<file path="src/rtl/mouse_receiver.sv">
// PS/2 device-to-host receiver: samples 11-bit frames on mouse-clock falling edges.
// Optional clock glitch filter enabled by defining MOUSE_RX_GLITCH_FILTER_EN.
module mouse_receiver #(
  parameter int TIMEOUT_CYCLES = 50000,
  parameter int TO_CTR_W       = 16,
  parameter int FILTER_LEN     = 8
) (
  input  logic       CLK,
  input  logic       RESET,
  input  logic       CLK_MOUSE_IN,
  input  logic       DATA_MOUSE_IN,
  input  logic       READ_ENABLE,
  output logic       BYTE_READ,
  output logic [1:0] BYTE_ERROR_CODE,
  output logic [7:0] BYTE,
  output logic       BUSY
);

  typedef enum logic [2:0] {
    S_IDLE   = 3'd0,
    S_DATA   = 3'd1,
    S_PARITY = 3'd2,
    S_STOP   = 3'd3,
    S_DONE   = 3'd4
  } state_t;

  state_t              state_q, state_d;
  logic [7:0]          shift_q, shift_d;
  logic [2:0]          ctr_q, ctr_d;
  logic [TO_CTR_W-1:0] to_q, to_d;
  logic                par_q, par_d, stp_q, stp_d;
  logic [7:0]          byte_d;
  logic [1:0]          err_d;
  logic                rd_d;

  logic clk_s1, clk_s2, dat_s1, dat_s2, clk_lvl, clk_prev, fall;

  // Synchronizers idle high so reset release never fakes a falling edge.
  always_ff @(posedge CLK or posedge RESET) begin
    if (RESET) begin
      clk_s1   <= 1'b1;
      clk_s2   <= 1'b1;
      dat_s1   <= 1'b1;
      dat_s2   <= 1'b1;
      clk_prev <= 1'b1;
    end else begin
      clk_s1   <= CLK_MOUSE_IN;
      clk_s2   <= clk_s1;
      dat_s1   <= DATA_MOUSE_IN;
      dat_s2   <= dat_s1;
      clk_prev <= clk_lvl;
    end
  end

`ifdef MOUSE_RX_GLITCH_FILTER_EN
  localparam int FW = $clog2(FILTER_LEN + 1);
  logic          clk_filt;
  logic [FW-1:0] filt_cnt;

  always_ff @(posedge CLK or posedge RESET) begin
    if (RESET) begin
      clk_filt <= 1'b1;
      filt_cnt <= '0;
    end else if (clk_s2 == clk_filt) begin
      filt_cnt <= '0;
    end else if (filt_cnt == FW'(FILTER_LEN - 1)) begin
      clk_filt <= clk_s2;
      filt_cnt <= '0;
    end else begin
      filt_cnt <= filt_cnt + 1'b1;
    end
  end

  assign clk_lvl = clk_filt;
`else
  assign clk_lvl = clk_s2;
`endif

  assign fall = clk_prev & ~clk_lvl;

  always_comb begin
    state_d = state_q;
    shift_d = shift_q;
    ctr_d   = ctr_q;
    to_d    = to_q;
    par_d   = par_q;
    stp_d   = stp_q;
    byte_d  = BYTE;
    err_d   = BYTE_ERROR_CODE;
    rd_d    = 1'b0;
    case (state_q)
      S_IDLE: begin
        if (fall && READ_ENABLE && !dat_s2) begin
          state_d = S_DATA;
          ctr_d   = '0;
          to_d    = '0;
        end
      end
      S_DATA, S_PARITY, S_STOP: begin
        if (fall) begin
          to_d = '0;
          case (state_q)
            S_DATA: begin
              shift_d[ctr_q] = dat_s2;
              ctr_d          = ctr_q + 3'd1;
              if (ctr_q == 3'd7) state_d = S_PARITY;
            end
            S_PARITY: begin
              par_d   = ~(^{shift_q, dat_s2});
              state_d = S_STOP;
            end
            default: begin
              stp_d   = ~dat_s2;
              state_d = S_DONE;
            end
          endcase
        end else if (to_q == TO_CTR_W'(TIMEOUT_CYCLES - 1)) begin
          // Mouse stopped clocking mid-frame: drop the partial byte.
          state_d = S_IDLE;
          to_d    = '0;
        end else begin
          to_d = to_q + 1'b1;
        end
      end
      S_DONE: begin
        byte_d  = shift_q;
        err_d   = {stp_q, par_q};
        rd_d    = 1'b1;
        state_d = S_IDLE;
      end
      default: begin
        state_d = S_IDLE;
        shift_d = '0;
        ctr_d   = '0;
        to_d    = '0;
        par_d   = 1'b0;
        stp_d   = 1'b0;
      end
    endcase
  end

  always_ff @(posedge CLK or posedge RESET) begin
    if (RESET) begin
      state_q         <= S_IDLE;
      shift_q         <= '0;
      ctr_q           <= '0;
      to_q            <= '0;
      par_q           <= 1'b0;
      stp_q           <= 1'b0;
      BYTE            <= 8'h00;
      BYTE_ERROR_CODE <= 2'b00;
      BYTE_READ       <= 1'b0;
      BUSY            <= 1'b0;
    end else begin
      state_q         <= state_d;
      shift_q         <= shift_d;
      ctr_q           <= ctr_d;
      to_q            <= to_d;
      par_q           <= par_d;
      stp_q           <= stp_d;
      BYTE            <= byte_d;
      BYTE_ERROR_CODE <= err_d;
      BYTE_READ       <= rd_d;
      BUSY            <= (state_d != S_IDLE) && (state_d != S_DONE);
    end
  end

endmodule

</file>
<file path="config.mk">
export PLATFORM = sky130hd
export DESIGN_NAME = mouse_receiver
export DESIGN_NICKNAME = d
export VERILOG_FILES = /design/src/rtl/mouse_receiver.sv
export SDC_FILE = /design/constraint.sdc
export NUM_CORES = 1
export LEC_CHECK = 0
export CAP_MARGIN = 20
export CORE_MARGIN = 10
export CORE_UTILIZATION = 40
export DETAILED_ROUTE_END_ITERATION = 8
export PLACE_DENSITY = 0.54
export SKIP_CTS_REPAIR_TIMING = 1
export SLEW_MARGIN = 15
export SYNTH_ARGS = -nofsm -noshare
export SYNTH_HDL_FRONTEND = slang
export SYNTH_SLANG_ARGS = --single-unit
</file>
<file path="constraint.sdc">
create_clock -name CLK -period 2.3 [get_ports CLK]
set_clock_uncertainty 0.15 [all_clocks]
set_input_delay 0.69 -clock CLK [delete_from_list [all_inputs] [get_ports CLK]]
set_output_delay 0.69 -clock CLK [all_outputs]
set_load 0.02 [all_outputs]
</file>
Yosys cells after proc, flatten, opt, wreduce, memory -nomap -nowiden. Index checks and enable logic that the tools add are counted.

Magnitude comparators: 2. Bitwise operators: 6. Multiplexer cells: 27. Reductions and logical operators: 16. Add/subtract/negate cells: 2. Equality and inequality tests: 12.

Operator list (count): $mux W16 (3); $pmux W16 S3 (1); $mux W3 (7); $add A16 B1 Y16 const B (1); $eq A16 B16 Y1 const B (1); $mux W8 (2); $pmux W8 S2 (1); $pmux W3 S2 (2); $ne A2 B2 Y1 const B (5); $pmux W3 S3 (1); $reduce_and A3 Y1 (3); $reduce_xor A9 Y1 (1); $bwmux W8 (1); $eq A3 B2 Y1 const B (2); $eq A3 B3 Y1 const B (2); $mux W1 (6); $not A1 Y1 (5); $logic_and A1 B1 Y1 (4); $lt A3 B4 Y1 const B (1); $pmux W1 S2 (2); $reduce_and A4 Y1 (1); $reduce_or A2 Y1 (2); $add A3 B1 Y3 const B (1); $demux W1 S3 (1); 9 further kinds (9).

Bits of input ports: 5. Output and inout bits: 12. Bits in registers: 49.

Logic depth before layout (Yosys ltp).
Word-level depth: 8. Gate-level depth with buffers: 6.

Worst setup path after synthesis. Ideal clock, no wire load.

Path kind: register -> register. Start: register to_q[0]. End: register to_q[10]. Library setup time: 0.082 ns. Required time: 2.068 ns. Path buffers: 1. Period minus slack after synthesis: 1.728 ns. Data arrival time: 1.496 ns. Path slack: 0.572 ns. Cell stages (with the launch flop): 7. Path through: dfrtp_1 ha_1 and4_2 clkbuf_1 and3_1 nand3b_1 a31oi_1.

Cells in the longest elaborated chain, start to end: 4.

RTL lines: start: declaration (RTL line 30) `logic [TO_CTR_W-1:0] to_q, to_d;`; start signal: assignment (RTL line 158) `to_q <= to_d;`; $add A16 B1 Y16 or $eq A16 B16 Y1 (tied branches) (RTL line 122, 117); $mux W16 * (RTL line 117) `end else if (to_q == TO_CTR_W'(TIMEOUT_CYCLES - 1)) begin`; $mux W16 * (RTL line 100) `if (fall) begin`; $pmux W16 S3 * (RTL line 91) `case (state_q)`.

Mark *: on every way between the ends. The rest lies on a longest branch, timed or not. A chain may end at the register's enable or synchronous reset.

Worst setup path in the final report.
Start: register BYTE_ERROR_CODE[1]. End: output port BYTE_ERROR_CODE[1].

RTL lines: start: declaration (RTL line 14) `output logic [1:0] BYTE_ERROR_CODE,`; start signal: assignment (RTL line 162) `BYTE_ERROR_CODE <= err_d;`.

No word-level cell between the ends.

==> results.toml <==
[status]
outcome = "finished, final reports clean"

[logic_synthesis]
syn_inst = 243
yosys.area.top_type = "dfrtp_1"
ys_seq_area_frac = 0.4923
ys.flop_type = "dfrtp_1"
async_flop_share = 1.000
yosys_register_bits = 49
ys.warnings.count = 0
avgSynthCellArea_sq_um = 10.30
synthTopCellsByArea = "dfrtp_1 44%, dfstp_2 5.2%, mux2_2 4.9%"
synth-edff-count = 0
synth_cell_type_count = 52
synth_area_sq_mm = 0.002504
synth_nets = 251
synth_top_area_frac = 0.4398

[timing]
max_freq_mhz = 473.3
finalSetupViolations = 0
drv_slew = 0
hold_viol = 0
tns_ps = 0
tightest_slew_ps = 741.9
slew-limit-headroom = 0.5009
final.min_clock_period_ps = 2113
fin_crit_sh = 0.9187
grt_setup_unrepaired = "false"

[hold_path]
holdPathStages = 0
hold_class = "reg2reg"

[cts]
worstSkewPairLatency_ps = 300
tritoncts = "yes"
cts_buffer_depth = 2
cts_max_level = 2
numCtsBuffers = 5
clock_sinks = 49
clk_pin_slew_ps = 90
root_buffer = "clkbuf_8"

[setup_path]
path_buf_inv = 1
cp_cell_sequence = "clkdlybuf4s50_1"
cp_slowest_cell = "clkdlybuf4s50_1"
crit_type = "reg2out"
cp.required_ps = 1460
cp_max_fo = 2
max_stage_delay_ps = 620
path_depth = 1
crit_arrival_ps = 1270
cp-start-kind = "register"
critPathTopFamily = "buffers and inverters"
rr_worst_depth = 5
endpoint_kind = "output pin"

[floorplan]
rows = 28
die_w_um = 99.12
die_area_sq_mm = 0.009824
core_area_sq_mm = 0.005991
die_h_um = 99.12
ios = 17
start_util = 0.4179

[global_routing]
antenna_found_initial = 0
grt_max_degree = 50
grt_overflow = 0
grtUsageTotal = 0.1123
grt_pass1_wl_mm = 9.225
grt_pass1_vias = 1847

[final_layout]
fin_util = 0.4827
fill_cells = 554
diodes = 0
mostFrequentLayoutCell = "dfrtp_1"
layout.cells.non_filler = 339
final_cell_mix = "44 x dfrtp_1, 23 x o21ai_0, 16 x nand2_1, 16 x clkdlybuf4s50_1, 13 x nand3_1"
syn2layout_area_growth_pct = 15.49
drive_above_1_share = 0.1856
fin_nets = 271

[power]
leakage_nw = 1.206
power_per_cell_area_mw_per_mm2 = 781.5
vdd_drop_max_mv = 0.3837

[place]
port_buffers = 16
place.gp.congestion = 0.7868
hpwl_mm = 3.747
dp.cells = 331

[drt]
ant_nets = 0
totalWireLength_mm = 5.408
drt_first_pass_iters = 4
via_per_inst = 5.726
route.detailed.drc = 0
via_count = 1941
drtIter0Drc = 109
wl_per_cell_um = 15.95

[flow_run]
max_cap_violations = 0
==> per-layer routing <==
metal,wire length [um],part of all wire,vias to the layer above,global-route usage
met5,0,0,-,0
met4,122,0.023,0,0.05072
met3,249,0.046,10,0.03253
met2,2314,0.43,30,0.1653
met1,2722,0.50,945,0.1485
li1,-,-,956,-
==> where the power goes <==
group          switching (mW)  internal, mW
combinational           0.314         0.290
sequential              0.136         0.964
clock                   0.283         0.272
total                   0.733          1.53
==> logic make-up (layout without fill, tap and decap cells) <==
kind of cell	Yosys count	count (layout)	synth area share
buf+inv	22	43	0.03848
compound gates	74	74	0.1914
fa+ha+maj	3	3	0.01499
flops	49	49	0.4923
xor+xnor	7	7	0.02998
simple gates	75	75	0.1754
mux	13	13	0.05747
==> per-stage QoR <==
stage          hold slack (ps)  area (sq um)  worst slack [ps]  total power, mW
6_report                 209.4          2892             187.0            2.260
5_1_grt                  212.7          2892             127.5            2.409
4_1_cts                  210.9          2892             167.3            2.288
3_5_place_dp             197.8          2790            -60.05            1.720
3_3_place_gp             195.3          2790            -12.91            1.716
2_1_floorplan            195.2          2504             295.5            1.557
==> final cells by class <==
class,instances,area [sq um],area share
timing repair buffer,28,262.8,0.09087
clock inverter,1,5.005,0.001731
multi-input combinational,172,1175,0.4063
clock buffer,7,96.34,0.03332
inverter,7,26.28,0.009087
sequential,49,1232,0.4262
tap,75,93.84,0.03245
==> worst paths after layout <==
| kind | end | slack [ps] | from |
|---|---|---|---|
| setup / recovery | BYTE_ERROR_CODE[1] | 190 | BYTE_ERROR_CODE[1]$_DFFE_PP0P_ |
| hold / removal | dat_s2$_DFF_PP1_ | 210 | dat_s1$_DFF_PP1_ |
| setup reg to reg | to_q[7]$_DFFE_PP0P_ | 320 | to_q[12]$_DFFE_PP0P_ |
| hold reg to reg | dat_s2$_DFF_PP1_ | 210 | dat_s1$_DFF_PP1_ |
| max in group asynchronous | clk_prev$_DFF_PP1_ | 1140 | RESET |
| min in group asynchronous | to_q[1]$_DFFE_PP0P_ | 590 | RESET |
==> flip-flops by register name, summed over array words and instances, names as in the netlist, 2 cells and up <==
| register | cells |
|---|---|
| to_q | 16 |
| state_q | 3 |
| shift_q | 8 |
| ctr_q | 3 |
| BYTE_ERROR_CODE | 2 |
| BYTE | 8 |
==> synth_stat cells, types with 5 or more instances <==
cell	instances
nand2_1	16
nor2_1	5
buf_2	11
dfrtp_1	44
mux2_2	11
nand3_1	13
a21oi_1	8
nand4_1	6
o21ai_0	23
dfstp_2	5
nor3_1	6
o22ai_1	6
a31oi_1	12
inv_1	7
nand2b_1	7
Power figures use the tool's default switching activity.
